**config.mk**
```make
export PLATFORM = sky130hd
export DESIGN_NAME = fir_feeder
export DESIGN_NICKNAME = d
export VERILOG_FILES = /design/src/rtl/fir_feeder.sv
export SDC_FILE = /design/constraint.sdc
export NUM_CORES = 1
export LEC_CHECK = 0
export ABC_AREA = 0
export CAP_MARGIN = 0
export CELL_PAD_IN_SITES_DETAIL_PLACEMENT = 1
export CELL_PAD_IN_SITES_GLOBAL_PLACEMENT = 1
export CORE_ASPECT_RATIO = 0.6
export CORE_MARGIN = 2
export CORE_UTILIZATION = 48
export CTS_CLUSTER_SIZE = 14
export DETAILED_ROUTE_END_ITERATION = 7
export PLACE_DENSITY_LB_ADDON = 0.1
export REMOVE_ABC_BUFFERS = 1
export SETUP_SLACK_MARGIN = 0.02
export SYNTH_ARGS = -nofsm -noshare
export SYNTH_HDL_FRONTEND = slang
export SYNTH_SLANG_ARGS = --single-unit
```
**constraint.sdc**
```tcl
create_clock -name clk -period 3.96 [get_ports clk]
set_clock_uncertainty 0.1 [all_clocks]
set_input_delay 0.99 -clock clk [delete_from_list [all_inputs] [get_ports clk]]
set_output_delay 0.99 -clock clk [all_outputs]
set_load 0.005 [all_outputs]
```
**src/rtl/fir_feeder.sv**
```systemverilog
// Source-side driver for the FIR filter core: sample FIFO, 4-entry coefficient bank and
// strobe/modwait sequencer. Define FIR_FEEDER_STATS_EN to add sample_count/drop_count.
module fir_feeder #(
    parameter int FIFO_DEPTH  = 8,
    parameter int ACK_TIMEOUT = 16,
    parameter int NUM_COEFF   = 4
) (
    input  logic        clk,
    input  logic        n_reset,
    input  logic        push,
    input  logic [15:0] push_data,
    output logic        fifo_full,
    input  logic        coeff_wr,
    input  logic [1:0]  coeff_idx,
    input  logic [15:0] coeff_wdata,
    input  logic        coeff_start,
    output logic [15:0] sample_data,
    output logic [15:0] fir_coefficient,
    output logic        data_ready,
    output logic        load_coeff,
    input  logic        modwait,
    input  logic [15:0] fir_out,
    input  logic        fir_err,
    output logic        result_valid,
    output logic [15:0] result_data,
    output logic        result_err,
    output logic        timeout,
`ifdef FIR_FEEDER_STATS_EN
    output logic [15:0] sample_count,
    output logic [7:0]  drop_count,
`endif
    output logic [2:0]  o_dbg_state
);

    localparam int AW = (FIFO_DEPTH > 1) ? $clog2(FIFO_DEPTH) : 1;
    localparam int CW = $clog2(ACK_TIMEOUT + 1);
    localparam logic [AW:0]   C_DEPTH    = (AW + 1)'(FIFO_DEPTH);
    localparam logic [CW-1:0] C_TMO_LAST = CW'(ACK_TIMEOUT - 1);
    localparam logic [1:0]    C_IDX_LAST = 2'(NUM_COEFF - 1);

    localparam logic [2:0] ST_IDLE      = 3'd0;
    localparam logic [2:0] ST_C_ASSERT  = 3'd1;
    localparam logic [2:0] ST_C_WAITLOW = 3'd2;
    localparam logic [2:0] ST_S_ASSERT  = 3'd3;
    localparam logic [2:0] ST_S_WAITLOW = 3'd4;

    // Handshake: a strobe (load_coeff or data_ready) rises with its data already stable,
    // holds until modwait=1 is sampled, then the next strobe waits for modwait=0 to be sampled.

    logic [15:0]   r_mem [FIFO_DEPTH];
    logic [AW-1:0] r_wr_ptr;
    logic [AW-1:0] r_rd_ptr;
    logic [AW:0]   r_count;
    logic [15:0]   r_bank [4];

    logic [2:0]    r_state;
    logic [1:0]    r_idx;
    logic [CW-1:0] r_tmo_cnt;
    logic          r_pending;
    logic          r_res_pend;
    logic [15:0]   r_sample_data;
    logic [15:0]   r_fir_coeff;
    logic          r_data_ready;
    logic          r_load_coeff;
    logic          r_result_valid;
    logic [15:0]   r_result_data;
    logic          r_result_err;
    logic          r_timeout;

    logic          w_full;
    logic          w_empty;
    logic          w_push_ok;
    logic          w_pop;
    logic          w_seq_busy;
    logic [1:0]    w_idx_next;

    assign w_full     = (r_count == C_DEPTH);
    assign w_empty    = (r_count == '0);
    assign w_push_ok  = push && !w_full;
    assign w_pop      = (r_state == ST_IDLE) && !r_pending && !w_empty;
    assign w_seq_busy = (r_state == ST_C_ASSERT) || (r_state == ST_C_WAITLOW);
    assign w_idx_next = r_idx + 2'd1;

    always_ff @(posedge clk) begin
        if (w_push_ok) begin
            r_mem[r_wr_ptr] <= push_data;
        end
    end

    always_ff @(posedge clk or negedge n_reset) begin
        if (!n_reset) begin
            r_wr_ptr <= '0;
            r_rd_ptr <= '0;
            r_count  <= '0;
        end else begin
            if (w_push_ok) begin
                r_wr_ptr <= r_wr_ptr + 1'b1;
            end
            if (w_pop) begin
                r_rd_ptr <= r_rd_ptr + 1'b1;
            end
            case ({w_push_ok, w_pop})
                2'b10:   r_count <= r_count + 1'b1;
                2'b01:   r_count <= r_count - 1'b1;
                default: r_count <= r_count;
            endcase
        end
    end

    always_ff @(posedge clk or negedge n_reset) begin
        if (!n_reset) begin
            for (int i = 0; i < 4; i++) begin
                r_bank[i] <= '0;
            end
        end else if (coeff_wr) begin
            r_bank[coeff_idx] <= coeff_wdata;
        end
    end

    always_ff @(posedge clk or negedge n_reset) begin
        if (!n_reset) begin
            r_state        <= ST_IDLE;
            r_idx          <= '0;
            r_tmo_cnt      <= '0;
            r_pending      <= 1'b0;
            r_res_pend     <= 1'b0;
            r_sample_data  <= '0;
            r_fir_coeff    <= '0;
            r_data_ready   <= 1'b0;
            r_load_coeff   <= 1'b0;
            r_result_valid <= 1'b0;
            r_result_data  <= '0;
            r_result_err   <= 1'b0;
            r_timeout      <= 1'b0;
        end else begin
            r_res_pend     <= 1'b0;
            r_result_valid <= r_res_pend;
            if (coeff_start && !w_seq_busy) begin
                r_pending <= 1'b1;
            end
            case (r_state)
                ST_IDLE: begin
                    if (r_pending) begin
                        r_idx        <= '0;
                        r_fir_coeff  <= r_bank[0];
                        r_load_coeff <= 1'b1;
                        r_tmo_cnt    <= '0;
                        r_state      <= ST_C_ASSERT;
                    end else if (!w_empty) begin
                        r_sample_data <= r_mem[r_rd_ptr];
                        r_data_ready  <= 1'b1;
                        r_tmo_cnt     <= '0;
                        r_state       <= ST_S_ASSERT;
                    end
                end
                ST_C_ASSERT: begin
                    if (modwait) begin
                        r_load_coeff <= 1'b0;
                        r_state      <= ST_C_WAITLOW;
                    end else if (r_tmo_cnt == C_TMO_LAST) begin
                        r_load_coeff <= 1'b0;
                        r_timeout    <= 1'b1;
                        r_pending    <= 1'b0;
                        r_state      <= ST_IDLE;
                    end else begin
                        r_tmo_cnt <= r_tmo_cnt + 1'b1;
                    end
                end
                ST_C_WAITLOW: begin
                    if (!modwait) begin
                        if (r_idx != C_IDX_LAST) begin
                            r_idx        <= w_idx_next;
                            r_fir_coeff  <= r_bank[w_idx_next];
                            r_load_coeff <= 1'b1;
                            r_tmo_cnt    <= '0;
                            r_state      <= ST_C_ASSERT;
                        end else begin
                            r_pending <= 1'b0;
                            r_state   <= ST_IDLE;
                        end
                    end
                end
                ST_S_ASSERT: begin
                    if (modwait) begin
                        r_data_ready <= 1'b0;
                        r_state      <= ST_S_WAITLOW;
                    end else if (r_tmo_cnt == C_TMO_LAST) begin
                        // The sample is dropped here; no result is produced for it.
                        r_data_ready <= 1'b0;
                        r_timeout    <= 1'b1;
                        r_state      <= ST_IDLE;
                    end else begin
                        r_tmo_cnt <= r_tmo_cnt + 1'b1;
                    end
                end
                ST_S_WAITLOW: begin
                    if (!modwait) begin
                        r_result_data <= fir_out;
                        r_result_err  <= fir_err;
                        r_res_pend    <= 1'b1;
                        r_state       <= ST_IDLE;
                    end
                end
                default: begin
                    r_data_ready <= 1'b0;
                    r_load_coeff <= 1'b0;
                    r_state      <= ST_IDLE;
                end
            endcase
        end
    end

`ifdef FIR_FEEDER_STATS_EN
    logic [15:0] r_sample_count;
    logic [7:0]  r_drop_count;

    always_ff @(posedge clk or negedge n_reset) begin
        if (!n_reset) begin
            r_sample_count <= '0;
            r_drop_count   <= '0;
        end else begin
            if (r_res_pend && (r_sample_count != 16'hFFFF)) begin
                r_sample_count <= r_sample_count + 16'd1;
            end
            if (push && w_full && (r_drop_count != 8'hFF)) begin
                r_drop_count <= r_drop_count + 8'd1;
            end
        end
    end

    assign sample_count = r_sample_count;
    assign drop_count   = r_drop_count;
`else
    // Statistics counters are not built in this configuration.
`endif

    assign fifo_full       = w_full;
    assign sample_data     = r_sample_data;
    assign fir_coefficient = r_fir_coeff;
    assign data_ready      = r_data_ready;
    assign load_coeff      = r_load_coeff;
    assign result_valid    = r_result_valid;
    assign result_data     = r_result_data;
    assign result_err      = r_result_err;
    assign timeout         = r_timeout;
    assign o_dbg_state     = r_state;

endmodule
```
# == Word level (Yosys, flattened, before mapping) ==
# Memory sizes are Yosys's and may differ from the RTL's. A register that Yosys moved wholly into a read port is not among the register bits.
# Cells that the tools add are included.
# op_classes
n_reduce_logical,27
n_lt_le_gt_ge,3
muxes,50
bitwise_logic,7
add_sub_neg,6
eq_ne,20
# op_table
cell,n
16-bit two-way mux,6
64-bit bitwise mux,1
16-bit binary-select mux with 2-bit select,1
16-bit demux with 2-bit select,1
16-bit case mux with 2 select lines,1
5-bit two-way mux,6
3-bit two-way mux,7
1-bit two-way mux,17
2-bit != test (second input constant),8
3-bit case mux with 5 select lines,1
5-bit case mux with 3 select lines,1
3-bit AND reduction,3
4-bit case mux with 2 select lines,1
4-bit AND reduction,2
3-bit by 1-bit adder with 3-bit output (second input constant),2
3-bit by 2-bit equality test with 1-bit output (second input constant),2
3-bit >= comparator (second input constant),2
2-bit two-way mux,3
3-bit != test (second input constant),2
2-bit inverter with 3-bit output,2
6-bit AND reduction,1
5-bit by 1-bit adder with 5-bit output (second input constant),1
5-bit by 4-bit equality test with 1-bit output (second input constant),1
1-bit logical AND,5
other kinds (26),36
# word_totals
regBits,123
inputBits,57
memories,1
out_inout_bits,57
wordCells,133
ramBits,128
# mem_list
memory,depth,word_bits,read_ports,rd_clocked_by_memory_dff,write_ports,line,rtl
r_mem,8,16,1,1,1,50,logic [15:0] r_mem [FIFO_DEPTH];

# == Longest topological paths before layout ==
# depth
ltp_word,8
mapped_depth,11
mapped_depth_nobuf,10

# == Worst setup path after synthesis ==
# No wires, ideal clock.
# synth_path
path_kind,input -> register
from,input port push
to,memory r_mem[0][0] (enable)
stages,3
setup_slack_ps,374
required_time_ps,3430
setup_ps,430
arrival_ps,3056
path_buffers,0
cell_sequence,a21boi_1 -> inv_1 -> nor4_1
# synth_between
elab_chain_len,3
# synth_rtl
item,line,rtl
start: declaration,10,"input logic push,"
1-bit logical AND,79,assign w_push_ok = push && !w_full;
1-bit two-way mux,85,if (w_push_ok) begin
1-bit two-way mux (not written as such),86,r_mem[r_wr_ptr] <= push_data;
end: declaration,50,
# Every way passes these cells.

# == Worst setup path after layout ==
# layout_path
from,register r_count[1]
to,output port fifo_full
# layout_between
elab_chain_len,1
# layout_rtl
item,line,rtl
start: declaration,53,logic [AW:0] r_count;
start signal: assignment,103,2'b10: r_count <= r_count + 1'b1;
start signal: assignment,104,2'b01: r_count <= r_count - 1'b1;
start signal: assignment,105,default: r_count <= r_count;
4-bit equality test,77,assign w_full = (r_count == C_DEPTH);
end: declaration,12,"output logic fifo_full,"
# Every way passes these cells.

==> out/qor.txt <==
Status - complete, no violations
Post-synth EDFFs - 128
Fin. max-slew vios - 0
Vias in the first global route - 7106
Mean area per synthesized cell - 15.7 sq um
CTS H-tree depth - 1
Total track usage - 0.222
Slew headroom - 0.187
Total power - 8.54 mW
CTS tree - built
DR WL/cell - 22.1 um
Num CTS Buffers - 26
Rows - 42
Final WS setup - 0.933 ns
WP data arrival - 1.94 ns
Fmax achieved - 330 MHz
Post-route ant nets - 0
Post-synth top cells - dfrtp_1 (139), edfxtp_1 (128), nand2_1 (82)
R2R Path Start - r_count[1]
Post-CTS Hold Buffers - 0
Top cells by area, synth - edfxtp_1 (35%), dfrtp_1 (32%), mux2_2 (7.7%)
Seq/Total Area, Yosys - 0.672
Core area - 0.0222 sq mm
Synthesized flop and latch total - 267
Vias - 6377
R2R Setup Slk - 1.27 ns
# setup viols final - 0
Synth Cell Area - 0.0109 sq mm
Routed Wire Length - 25.4 mm
Post-Place Worst Slack - 0.512 ns
Cell family with most CP delay - buffers and inverters
Fillers - 2090
Pin count of the biggest net entering global routing - 73
Final hold vios - 0
Placed Cells - 1106
IO buf count - 113
Synthesized netlist cell count - 695
Sequential standard cell area - 0.00732 sq mm
Initial Utilization - 0.491
Worst-path clk slew - 0.06 ns
Async SR Flop Fraction - 0.521
DRC - 0
Slew @ Worst Pin - 1.22 ns
Hold endpoint - result_valid
Final core occ - 0.596
Worst hold start - r_res_pend
Multi-input logic area - 0.00339 sq mm
Starting DRT DRC Count - 338
WP data required - 2.87 ns
Total clock sinks - 267
Static leakage - 4.97 nW
Crit path from - r_count[1]
Yosys warning count - 0
Setup TNS - 0 ns
Hold Crit Class - register to register
Die Ht - 121 um
RSZ-0062 raised after global routing - false
Max stage delay on crit path - 0.51 ns
Initial antenna violation count - 1
Synth unique cells - 46
Setup crit end kind - output pin
CP Max Fanout - 7
Final period utilization - 0.764
Layout Nets - 892
CTS root buf - clkbuf_16
Yosys top cell by area - edfxtp_1
Count leader, synth - dfrtp_1
Maximum clock insertion buffer count - 3
Startpoint types - register
Worst Hold Depth - 0
Worst-skew pair later-pin latency - 0.54 ns
Reg-to-Reg End - r_count[2]
Layout cells sized above 1 - 0.223
Critical-path cell list - nor3_1, and2_1, clkdlybuf4s50_1
Post_cts resized - 0
Antenna Diode Count - 0
Top Ports - 114
Vias per cell - 5.54
Gpl congestion - 0.756
Max rail drop VDD - 340 uV
Slowest cell on crit path - clkdlybuf4s50_1
DR pass1 iterations - 4
Layout area overhead - 21.3%
DIE WIDTH - 198 um
Dpl hpwl - 16.1 mm
Post-Layout Cell Count - 1152
Top cell type's share of synthesized area - 0.353
First-pass GRT wire length - 40.4 mm
Final worst path period need - 3.03 ns
Post-CTS setup buffer count - 0
Most used DFF post-synth - dfrtp_1
CP Buf/Inv Count - 1
Critical path class - register to output pin
Reg2reg path depth - 11
Die area - 0.0239 sq mm
Maxcap violations - 0
PwrDens - 647 mW/mm^2
GR Overflow Total - 0
## worst max-delay path by stage
| stage | to | slack (ns) | depth (start not counted) |
|---|---|---|---|
| after floorplan | r_mem[0][0] | 0.37 | 3 |
| final | fifo_full | 0.93 | 3 |
| after detailed placement | r_count[2] | 0.51 | 11 |
| after global placement | r_count[2] | 0.61 | 11 |
| after global routing | r_count[2] | 0.87 | 11 |
| after CTS | fifo_full | 0.92 | 3 |
## metrics by stage
stage | hold slack [ns] | instance area, sq um
6_report | 0.253 | 13200
5_1_grt | 0.258 | 13200
4_1_cts | 0.256 | 13200
3_5_place_dp | 0.243 | 12500
3_3_place_gp | 0.231 | 12500
2_1_floorplan | 0.231 | 10700
## layout make-up
cell class / count / area share
Clock buffer: 37 / 0.0527
Multi-Input combinational cell: 386 / 0.256
Inverter: 7 / 0.00218
Clock inverter: 9 / 0.00407
Sequential cell: 267 / 0.555
Timing Repair Buffer: 138 / 0.101
Tap cell: 308 / 0.0292
## worst register-to-register path: stages (launching register included)
cell and delay, ns:
dfrtp_1 0.46, nor3_1 0.26, a21boi_1 0.12, buf_4 0.17
inv_1 0.22, ha_1 0.33, xor2_1 0.11, ha_1 0.20
a21oi_1 0.19, xor2_1 0.19, nor2_1 0.08, xor2_1 0.15
## layout by cell type (no fill, tap or decap), drive strengths merged, types with 2 or more instances in the layout
master,count
nor3b,3
nor4b,2
clkdlybuf4s50,112
nor2,12
edfxtp,128
ha,9
o22ai,3
a31o,2
nor4,4
and2,2
mux4,32
xor2,6
inv,8
mux2i,32
xnor2,7
nor3,7
nand3,2
a21o,3
o21ai,40
mux2,83
nand2b,4
a22oi,16
or2,2
buf,26
nand3b,5
dfrtp,139
clkinv,8
nand2,82
clkbuf,37
a21oi,20
## power breakdown
group	switching [mW]	internal, mW
combinational	1.15	1.22
sequential	0.426	3.51
clock	1.02	1.22
total	2.59	5.95
## layer usage
metal / vias to the layer above / share of wire / global-route usage / wire, um
met1: 3336 / 0.47 / 0.321 / 12000
met3: 43 / 0.048 / 0.0393 / 1220
met2: 145 / 0.46 / 0.353 / 11700
met5: - / 0.00043 / 0 / 11
li1: 2851 / - / - / -
met4: 2 / 0.020 / 0.0536 / 503
## state kept, by name, summed over array words and instances (netlist names)
signal           count
r_rd_ptr             3
fir_coefficient     16
result_err           1
o_dbg_state          3
r_pending            1
load_coeff           1
sample_data         16
data_ready           1
result_data         16
result_valid         1
r_mem              128
r_wr_ptr             3
r_idx                2
r_res_pend           1
timeout              1
r_tmo_cnt            5
r_bank              64
r_count              4
## kinds of logic after synthesis
group / count (synthesis) / share of synthesized area
AND/OR/NAND/NOR: 129 / 0.0555
multiplexers: 147 / 0.185
buffers and inverters: 42 / 0.0193
AO/OA/AOI/OAI: 88 / 0.0475
adder cells (fa/ha/maj): 9 / 0.0103
XOR/XNOR: 13 / 0.0105
flip-flops: 267 / 0.672
Power figures use the tool's default switching activity.
